File: src/rtl/pass_playback.sv
// pass_playback: replays a stored binary passcode as decimal digits, most
// significant first, over a valid/ready stream. A sequential double-dabble
// engine converts the code to BCD, then SIZE digits are emitted.
//
// Optional feature macro: DIGIT_RANGE_CHECK_EN
//   defined  : after conversion, any digit equal to 0 or above 6 aborts the
//              playback with err (only keypad keys 1..6 are legal).
//   undefined: every value 0..10**SIZE-1 replays, zeros included.
//
// Ports
//   clk, rst           clock, synchronous active-high reset
//   start, pass        playback request and the binary code (sampled in IDLE)
//   busy               operation in flight
//   digit, digit_idx   current digit value and position (0 = most significant)
//   digit_valid/ready  stream handshake; last marks digit_idx == SIZE-1
//   done, err          one-cycle completion pulse; err held until next start
module pass_playback #(
    parameter int unsigned SIZE  = 6,
    parameter int unsigned WIDTH = 4,
    parameter int unsigned BIN_W = 20
) (
    input  logic             clk,
    input  logic             rst,
    input  logic             start,
    input  logic [31:0]      pass,
    output logic             busy,
    output logic [WIDTH-1:0] digit,
    output logic [2:0]       digit_idx,
    output logic             digit_valid,
    input  logic             digit_ready,
    output logic             last,
    output logic             done,
    output logic             err
);

    localparam int unsigned BCD_W = SIZE * WIDTH;
    localparam int unsigned CNT_W = $clog2(BIN_W + 1);
    localparam int unsigned IDX_W = 3;
    localparam logic [31:0] PASS_LIMIT = 32'(10 ** SIZE);

    typedef enum logic [2:0] {
        S_IDLE,
        S_LOAD,
        S_CONVERT,
        S_CHECK,
        S_EMIT,
        S_FINISH
    } state_t;

    state_t             state_q, state_d;
    logic [31:0]        pass_q, pass_d;
    logic [BIN_W-1:0]   bin_q, bin_d;
    logic [BCD_W-1:0]   bcd_q, bcd_d;
    logic [CNT_W-1:0]   cnt_q, cnt_d;
    logic               busy_q, busy_d;
    logic [WIDTH-1:0]   digit_q, digit_d;
    logic [IDX_W-1:0]   idx_q, idx_d;
    logic               valid_q, valid_d;
    logic               last_q, last_d;
    logic               done_q, done_d;
    logic               err_q, err_d;

    logic [BCD_W-1:0]   bcd_adj;
    logic [IDX_W-1:0]   idx_nxt;

    // Digit at stream position idx (position 0 is the top nibble).
    function automatic logic [WIDTH-1:0] sel_digit(input logic [BCD_W-1:0] b,
                                                   input logic [IDX_W-1:0] idx);
        logic [WIDTH-1:0] r;
        r = '0;
        for (int k = 0; k < int'(SIZE); k++) begin
            if (IDX_W'(k) == idx) r = b[(int'(SIZE) - 1 - k) * int'(WIDTH) +: WIDTH];
        end
        return r;
    endfunction

    // Double-dabble correction: add 3 to every nibble >= 5 before the shift.
    function automatic logic [BCD_W-1:0] bcd_adjust(input logic [BCD_W-1:0] b);
        logic [BCD_W-1:0] r;
        logic [WIDTH-1:0] nib;
        r = b;
        for (int k = 0; k < int'(SIZE); k++) begin
            nib = b[k * int'(WIDTH) +: WIDTH];
            if (nib >= WIDTH'(5)) r[k * int'(WIDTH) +: WIDTH] = nib + WIDTH'(3);
        end
        return r;
    endfunction

`ifdef DIGIT_RANGE_CHECK_EN
    // True when any digit falls outside the keypad key range 1..6.
    function automatic logic digit_out_of_range(input logic [BCD_W-1:0] b);
        logic             bad;
        logic [WIDTH-1:0] nib;
        bad = 1'b0;
        for (int k = 0; k < int'(SIZE); k++) begin
            nib = b[k * int'(WIDTH) +: WIDTH];
            if ((nib == WIDTH'(0)) || (nib > WIDTH'(6))) bad = 1'b1;
        end
        return bad;
    endfunction
`endif

    assign bcd_adj = bcd_adjust(bcd_q);
    assign idx_nxt = idx_q + IDX_W'(1);

    // Next-state and registered-output logic.
    always_comb begin
        state_d = state_q;
        pass_d  = pass_q;
        bin_d   = bin_q;
        bcd_d   = bcd_q;
        cnt_d   = cnt_q;
        busy_d  = busy_q;
        digit_d = digit_q;
        idx_d   = idx_q;
        valid_d = valid_q;
        last_d  = last_q;
        done_d  = 1'b0;
        err_d   = err_q;

        case (state_q)
            S_IDLE: begin
                if (start) begin
                    pass_d  = pass;
                    err_d   = 1'b0;
                    busy_d  = 1'b1;
                    state_d = S_LOAD;
                end
            end

            S_LOAD: begin
                // Full 32-bit compare: bits above BIN_W must also be covered.
                if (pass_q >= PASS_LIMIT) begin
                    err_d   = 1'b1;
                    done_d  = 1'b1;
                    busy_d  = 1'b0;
                    state_d = S_FINISH;
                end else begin
                    bin_d   = pass_q[BIN_W-1:0];
                    bcd_d   = '0;
                    cnt_d   = CNT_W'(BIN_W);
                    state_d = S_CONVERT;
                end
            end

            S_CONVERT: begin
                bcd_d = {bcd_adj[BCD_W-2:0], bin_q[BIN_W-1]};
                bin_d = {bin_q[BIN_W-2:0], 1'b0};
                cnt_d = cnt_q - CNT_W'(1);
                if (cnt_q == CNT_W'(1)) state_d = S_CHECK;
            end

            S_CHECK: begin
                idx_d   = '0;
                digit_d = sel_digit(bcd_q, '0);
                last_d  = (IDX_W'(SIZE - 1) == '0);
                valid_d = 1'b1;
                state_d = S_EMIT;
`ifdef DIGIT_RANGE_CHECK_EN
                if (digit_out_of_range(bcd_q)) begin
                    valid_d = 1'b0;
                    last_d  = 1'b0;
                    err_d   = 1'b1;
                    done_d  = 1'b1;
                    busy_d  = 1'b0;
                    state_d = S_FINISH;
                end
`endif
            end

            S_EMIT: begin
                // Next digit is presented straight after a transfer, no bubble.
                if (digit_ready) begin
                    if (last_q) begin
                        valid_d = 1'b0;
                        last_d  = 1'b0;
                        done_d  = 1'b1;
                        busy_d  = 1'b0;
                        state_d = S_FINISH;
                    end else begin
                        idx_d   = idx_nxt;
                        digit_d = sel_digit(bcd_q, idx_nxt);
                        last_d  = (idx_nxt == IDX_W'(SIZE - 1));
                    end
                end
            end

            S_FINISH: begin
                state_d = S_IDLE;
            end

            default: begin
                state_d = S_IDLE;
            end
        endcase
    end

    // State and output registers, synchronous reset.
    always_ff @(posedge clk) begin
        if (rst) begin
            state_q <= S_IDLE;
            pass_q  <= '0;
            bin_q   <= '0;
            bcd_q   <= '0;
            cnt_q   <= '0;
            busy_q  <= 1'b0;
            digit_q <= '0;
            idx_q   <= '0;
            valid_q <= 1'b0;
            last_q  <= 1'b0;
            done_q  <= 1'b0;
            err_q   <= 1'b0;
        end else begin
            state_q <= state_d;
            pass_q  <= pass_d;
            bin_q   <= bin_d;
            bcd_q   <= bcd_d;
            cnt_q   <= cnt_d;
            busy_q  <= busy_d;
            digit_q <= digit_d;
            idx_q   <= idx_d;
            valid_q <= valid_d;
            last_q  <= last_d;
            done_q  <= done_d;
            err_q   <= err_d;
        end
    end

    assign busy        = busy_q;
    assign digit       = digit_q;
    assign digit_idx   = idx_q;
    assign digit_valid = valid_q;
    assign last        = last_q;
    assign done        = done_q;
    assign err         = err_q;

endmodule

File: config.mk
export PLATFORM = sky130hd
export DESIGN_NAME = pass_playback
export DESIGN_NICKNAME = d
export VERILOG_FILES = /design/src/rtl/pass_playback.sv
export SDC_FILE = /design/constraint.sdc
export NUM_CORES = 1
export LEC_CHECK = 0
export ABC_AREA = 1
export CAP_MARGIN = 20
export CELL_PAD_IN_SITES_DETAIL_PLACEMENT = 1
export CELL_PAD_IN_SITES_GLOBAL_PLACEMENT = 1
export CORE_AREA = 2 2 131 133
export CTS_CLUSTER_DIAMETER = 100
export DETAILED_ROUTE_END_ITERATION = 12
export DIE_AREA = 0 0 133 135
export PLACE_DENSITY = 0.68
export SYNTH_ARGS = -nofsm -noshare
export SYNTH_HDL_FRONTEND = slang
export SYNTH_SLANG_ARGS = --single-unit
export TNS_END_PERCENT = 10
File: constraint.sdc
create_clock -name clk -period 1.75 [get_ports clk]
set_input_delay 0.4375 -clock clk [delete_from_list [all_inputs] [get_ports clk]]
set_output_delay 0.4375 -clock clk [all_outputs]
set_load 0.02 [all_outputs]
==> results of run 1 <==
## cells in the final DEF, fill, tap and decap left out, types with 9 or more instances in the layout
master	n
dlygate4sd2_1	10
a21oi_1	89
inv_1	85
dfxtp_1	96
ha_1	17
o21ai_0	63
nand4_1	12
nor2_1	65
clkdlybuf4s50_1	35
buf_4	17
nand2_1	124
nand3b_1	15
nand3_1	73
clkbuf_16	9
## layer usage
layer | GRT usage (%) | vias to the layer above | wire (um)
met5 | 0 | - | 0
met4 | 6.51 | 0 | 265
met3 | 2.29 | 19 | 327
met2 | 28.8 | 58 | 6990
met1 | 19.8 | 2247 | 6470
li1 | - | 2434 | -
## stage by stage
| step | utilization (%) | worst slack, ps | hold slack, ps |
|---|---|---|---|
| floorplan | - | 143 | 429 |
| global placement | 34.7 | 40.3 | 440 |
| detailed placement | 34.7 | -37.1 | 449 |
| CTS | 36.7 | 3.81 | 459 |
| global route | 37.1 | -18.6 | 478 |
| finish | 37.1 | 66.9 | 454 |
## state kept, by name, summed over array words and instances, names as in the netlist, 3 cells and up
register,count
bcd_q,24
state_q,3
bin_q,20
digit_idx,3
cnt_q,5
pass_q,32
digit,4
## power breakdown
| group | leakage, nW | internal [mW] | switching, mW | total, mW |
|---|---|---|---|---|
| clock | 0.152 | 1.29 | 0.859 | 2.15 |
| sequential | 0.782 | 2.52 | 0.165 | 2.68 |
| combinational | 1.55 | 0.763 | 1.23 | 1.99 |
## path summary, 6_finish.rpt
path                            cells past startpoint  slack [ps]          to  startpoint
worst max register to register                      9         100    bin_q[9]  pass_q[31]
worst max-delay path                                1          70        done        done
worst min register to register                      2         450  pass_q[20]  pass_q[20]
worst min-delay path                                2         450  pass_q[20]  pass_q[20]
## cells by family (layout without fill, tap and decap cells)
| logic type | count (synthesis) | after routing | synth area share [%] |
|---|---|---|---|
| compound gates | 164 | 164 | 17.0 |
| xor+xnor | 1 | 1 | 0.179 |
| fa+ha+maj | 19 | 19 | 4.84 |
| buf+inv | 129 | 177 | 10.7 |
| flops | 96 | 96 | 39.2 |
| simple gates | 310 | 310 | 28.1 |
## final cells by class
class	count	area (um^2)
fill	2032	10300
multi-input combinational	494	2530
clock inverter	5	80.1
sequential	96	1920
clock buffer	11	243
inverter	91	345
timing repair buffer	70	703
tap	220	275
## repair_timing
action	CTS	global route
pin swaps	0	1
buffers inserted	0	3
setup endpoints to repair	13	25
resized for setup	12	19
==> impl_results.md, run 1 <==
- Status: completed
- Max Fanout on Critical Path: 1
- Syn. warnings: 0
- Row count: 47
- DP HPWL: between 9000 and 10000 um
- Vias in the first global route: 4938
- Post-Route WL: ~14000 um
- Buffers & Inverters on Critical Path: 1
- RSZ-0062 raised after global routing: yes
- Slew @ Worst Pin: 254 ps
- First-pass detailed-route iteration total: 4
- WL/cell: between 10 and 15 um
- P&R area growth vs syn: 24.2%
- CTS tree: built
- Async set-or-reset flop fraction in the synthesized netlist: 0%
- CP Launch Type: register
- Cell Chain, Critical Path: clkdlybuf4s50_1
- Largest net degree at the start of global routing: 53
- Final max-slew violation count: 0
- Latest clock arrival within the worst-skew pair: 350 ps
- Drt via density: ~4.8
- Power density cells: about 1100 mW/mm^2
- Residual DRC: 0
- Most common cell in the synthesized netlist: nand2_1
- Top delay family on crit path: buffers and inverters
- Syn Inst Count: roughly 720
- Max incr delay on CP: 600 ps
- Post-synth top flop: dfxtp_1
- Hold crit path type: register to register
- Clock Path Buffers: 2
- Post-route cell area: between 0.006 and 0.007 mm^2
- Via Count: between 4000 and 5000
- Leakage: between 2 and 2.5 nW
- Post-synth top cells: nand2_1, dfxtp_1, a21oi_1
- Ant. Diodes: 0
- FMAX: 594 MHz
- Initial drt markers: around 160
- Crit path time final: ~1700 ps
- H-tree lvl count: 3
- Crit. End Element: primary output
- GP Congestion: approximately 0.78
- Ranking of synthesized cells by area: dfxtp_1, nand2_1, a21oi_1
- Initial Util: approximately 30%
- Critical Path AT: about 1300 ps
- # clock sinks: 96
- Number of port buffers: 47
- Post-synthesis cell type count: 29
- Non-filler cells, final: just under 1000
- EDFF count, synth: 0
- Layout cells sized above 1: around 8.5%
- Cells after DPL: between 900 and 1000
- TritonCTS buffer count: 9
- Post-route ant nets: 0
- Global Route Usage Sum: 16.2%
- Clock transition at path regs: 60 ps
- Die W: between 100 and 150 um
- Placed Area: approximately 0.0057 mm^2
- Setup TNS: 0 ps
- Initial antenna violation count: 0
- GRT overflow: 0
- CTS Hold Bufs: 0
- Synth top area share: between 30% and 40%
- Post-Syn Nets: about 770
- Core area: 0.0164 mm^2
- Root Buffer: clkbuf_16
- Worst Skew: approximately 7.6 ps
- Mapped cell area: about 0.005 mm^2
- Num ports: 48
- Hold Fails Final Rpt: 0
- Power Total: 6.82 mW
- Synth Register Bits: 96
- Cell taking the most area after synthesis: dfxtp_1
- First-pass GRT wire length: about 24000 um
- Max Cap Viol: 0
- Final cycle utilization of the critical path: a little over nine tenths
- Sequential element share of the synthesized area: around two fifths
- Post-Syn Area per Cell: 6.83 um^2
- Worst setup path class: register to primary output
- Maximum VDD drop: around 0.00056 V
- CP required: ~1300 ps
- # nets final: around 820
- Max stage delay cell, worst path: clkdlybuf4s50_1
- Slew margin rel.: roughly 83%
- Die height: ~140 um
- Die area: around 0.018 mm^2
- Final setup fails: 0
Note: power is estimated with default switching activity, not from simulation.
==> inputs of run 2 (changes only) <==
--- a/config.mk
+++ b/config.mk
@@ -6,7 +6,7 @@
 export NUM_CORES = 1
 export LEC_CHECK = 0
 export ABC_AREA = 1
-export CAP_MARGIN = 20
+export CAP_MARGIN = 10
 export CELL_PAD_IN_SITES_DETAIL_PLACEMENT = 1
 export CELL_PAD_IN_SITES_GLOBAL_PLACEMENT = 1
 export CORE_AREA = 2 2 131 133
@@ -14,6 +14,7 @@
 export DETAILED_ROUTE_END_ITERATION = 12
 export DIE_AREA = 0 0 133 135
 export PLACE_DENSITY = 0.68
+export RECOVER_POWER = 25
 export SYNTH_ARGS = -nofsm -noshare
 export SYNTH_HDL_FRONTEND = slang
 export SYNTH_SLANG_ARGS = --single-unit
==> impl_results.md, run 2 (same netlist as run 1, synthesis figures left out) <==
- Final cycle utilization of the critical path: between 90% and 100%
- TritonCTS buffer count: 9
- Largest register FFs: 32
- Commonest non-fill, non-tap cell in the layout: nand2_1
- Die area: around 0.018 mm^2
- Most frequent cells in the layout: nand2_1, dfxtp_1, a21oi_1
- Top delay family on crit path: buffers and inverters
- H-tree lvl count: 3
- Worst Skew: between 7 and 8 ps
- Post-route cell area: about 0.0061 mm^2
- Slew @ Worst Pin: between 200 and 300 ps
- GRT overflow: 0
- Maximum VDD drop: 0.000562 V
- Top Registers: pass_q: 32 flops, bcd_q: 24 flops, bin_q: 20 flops
- Hold Fails Final Rpt: 0
- Buffers & Inverters on Critical Path: 1
- Setup TNS: 0 ps
- P&R area growth vs syn: 23.9%
- RSZ-0062 raised after global routing: yes
- Placed Area: ~0.0057 mm^2
- Max Cap Viol: 0
- # clock sinks: 96
- FMAX: 594 MHz
- Via Count: between 4000 and 5000
- Clock transition at path regs: roughly 60 ps
- Post-Route WL: around 14000 um
- Initial antenna violation count: 0
- Crit. End Element: primary output
- Non-filler cells, final: around 1000
- Slew margin rel.: 83.1%
- Num ports: 48
- Cells after DPL: 968
- Critical Path AT: 1250 ps
- First-pass detailed-route iteration total: 4
- # nets final: about 800
- DP HPWL: approximately 10000 um
- Largest net degree at the start of global routing: 53
- Die W: about 130 um
- Row count: 47
- Number of port buffers: 47
- Cell Chain, Critical Path: clkdlybuf4s50_1
- GP Congestion: 0.783
- CTS Hold Bufs: 0
- CTS tree: built
- Clock Path Buffers: 2
- WL/cell: ~14 um
- Power density cells: about 1100 mW/mm^2
- Hold crit path type: register to register
- Layout cells sized above 1: 8.34%
- Worst setup path class: register to primary output
- Crit path time final: approximately 1700 ps
- Status: completed
- CP Launch Type: register
- Max Fanout on Critical Path: 1
- Leakage: between 2 and 2.5 nW
- Initial Util: between 20% and 30%
- First-pass GRT wire length: around 24000 um
- CP required: approximately 1300 ps
- Residual DRC: 0
- Core area: 0.0164 mm^2
- Largest Register: pass_q
- Max stage delay cell, worst path: clkdlybuf4s50_1
- Die height: around 140 um
- Final setup fails: 0
- Root Buffer: clkbuf_16
- Latest clock arrival within the worst-skew pair: 350 ps
- Global Route Usage Sum: roughly 16%
- Drt via density: just under 5
- Vias in the first global route: 4938
- Max incr delay on CP: roughly 600 ps
- Ant. Diodes: 0
- Final max-slew violation count: 0
- Post-route ant nets: 0
- Initial drt markers: between 150 and 200
-- run 2: changes by cell type in the layout (fill, tap and decap cells not counted) --
cell,before,now
clkbuf_1,1,3
dlymetal6s2s_1,1,0
buf_4,17,16
-- run 2: path summary, 6_finish.rpt --
path	startpoint	to	slack [ps]	depth (start not counted)
min reg2reg	pass_q[20]	pass_q[20]	450	2
max reg2reg	pass_q[31]	bin_q[9]	100	9
min	pass_q[20]	pass_q[20]	450	2
max	done	done	70	1
-- run 2: where the power goes --
part | internal, mW | switching (mW) | total [mW]
combinational | 0.754 | 1.22 | 1.98
sequential | 2.52 | 0.165 | 2.68
clock | 1.29 | 0.857 | 2.15
total | 4.56 | 2.25 | 6.81
-- run 2: repair_timing --
| action | CTS | global route |
|---|---|---|
| pin swaps | 0 | 1 |
| buffers inserted | 0 | 3 |
| setup endpoints to repair | 13 | 25 |
| gates resized for setup | 12 | 19 |
-- run 2: layout make-up --
type	count	area [um^2]
Clock buffer	11	243
Clock inverter	5	80.1
Fill cell	2034	10300
Inverter	91	345
Multi-Input combinational cell	494	2530
Sequential cell	96	1920
Tap cell	220	275
Timing Repair Buffer	70	691
-- run 2: per-layer routing --
layer | GRT usage (%) | vias to the layer above | share of wire [%]
met4 | 6.51 | 0 | 1.9
met1 | 19.8 | 2248 | 46
li1 | - | 2434 | -
met3 | 2.29 | 19 | 2.3
met2 | 28.8 | 56 | 50
met5 | 0 | - | 0
-- run 2: per-stage QoR --
step	hold WS, ps	setup WS (ps)	utilization, %	power, mW
global placement	440	40.3	34.7	4.58
floorplan	429	143	-	3.96
finish	454	66.9	37.1	6.81
global route	478	-18.6	37.1	7.28
CTS	459	3.81	36.7	6.82
detailed placement	449	-37.1	34.7	4.66
==> inputs of run 3 (changes only) <==
--- a/config.mk
+++ b/config.mk
@@ -11,6 +11,7 @@
 export CELL_PAD_IN_SITES_GLOBAL_PLACEMENT = 1
 export CORE_AREA = 2 2 131 133
 export CTS_CLUSTER_DIAMETER = 100
+export CTS_CLUSTER_SIZE = 24
 export DETAILED_ROUTE_END_ITERATION = 12
 export DIE_AREA = 0 0 133 135
 export PLACE_DENSITY = 0.68
==> results of run 3 <==
Same layout as run 2: the final DEF is identical, and so are final timing and power.
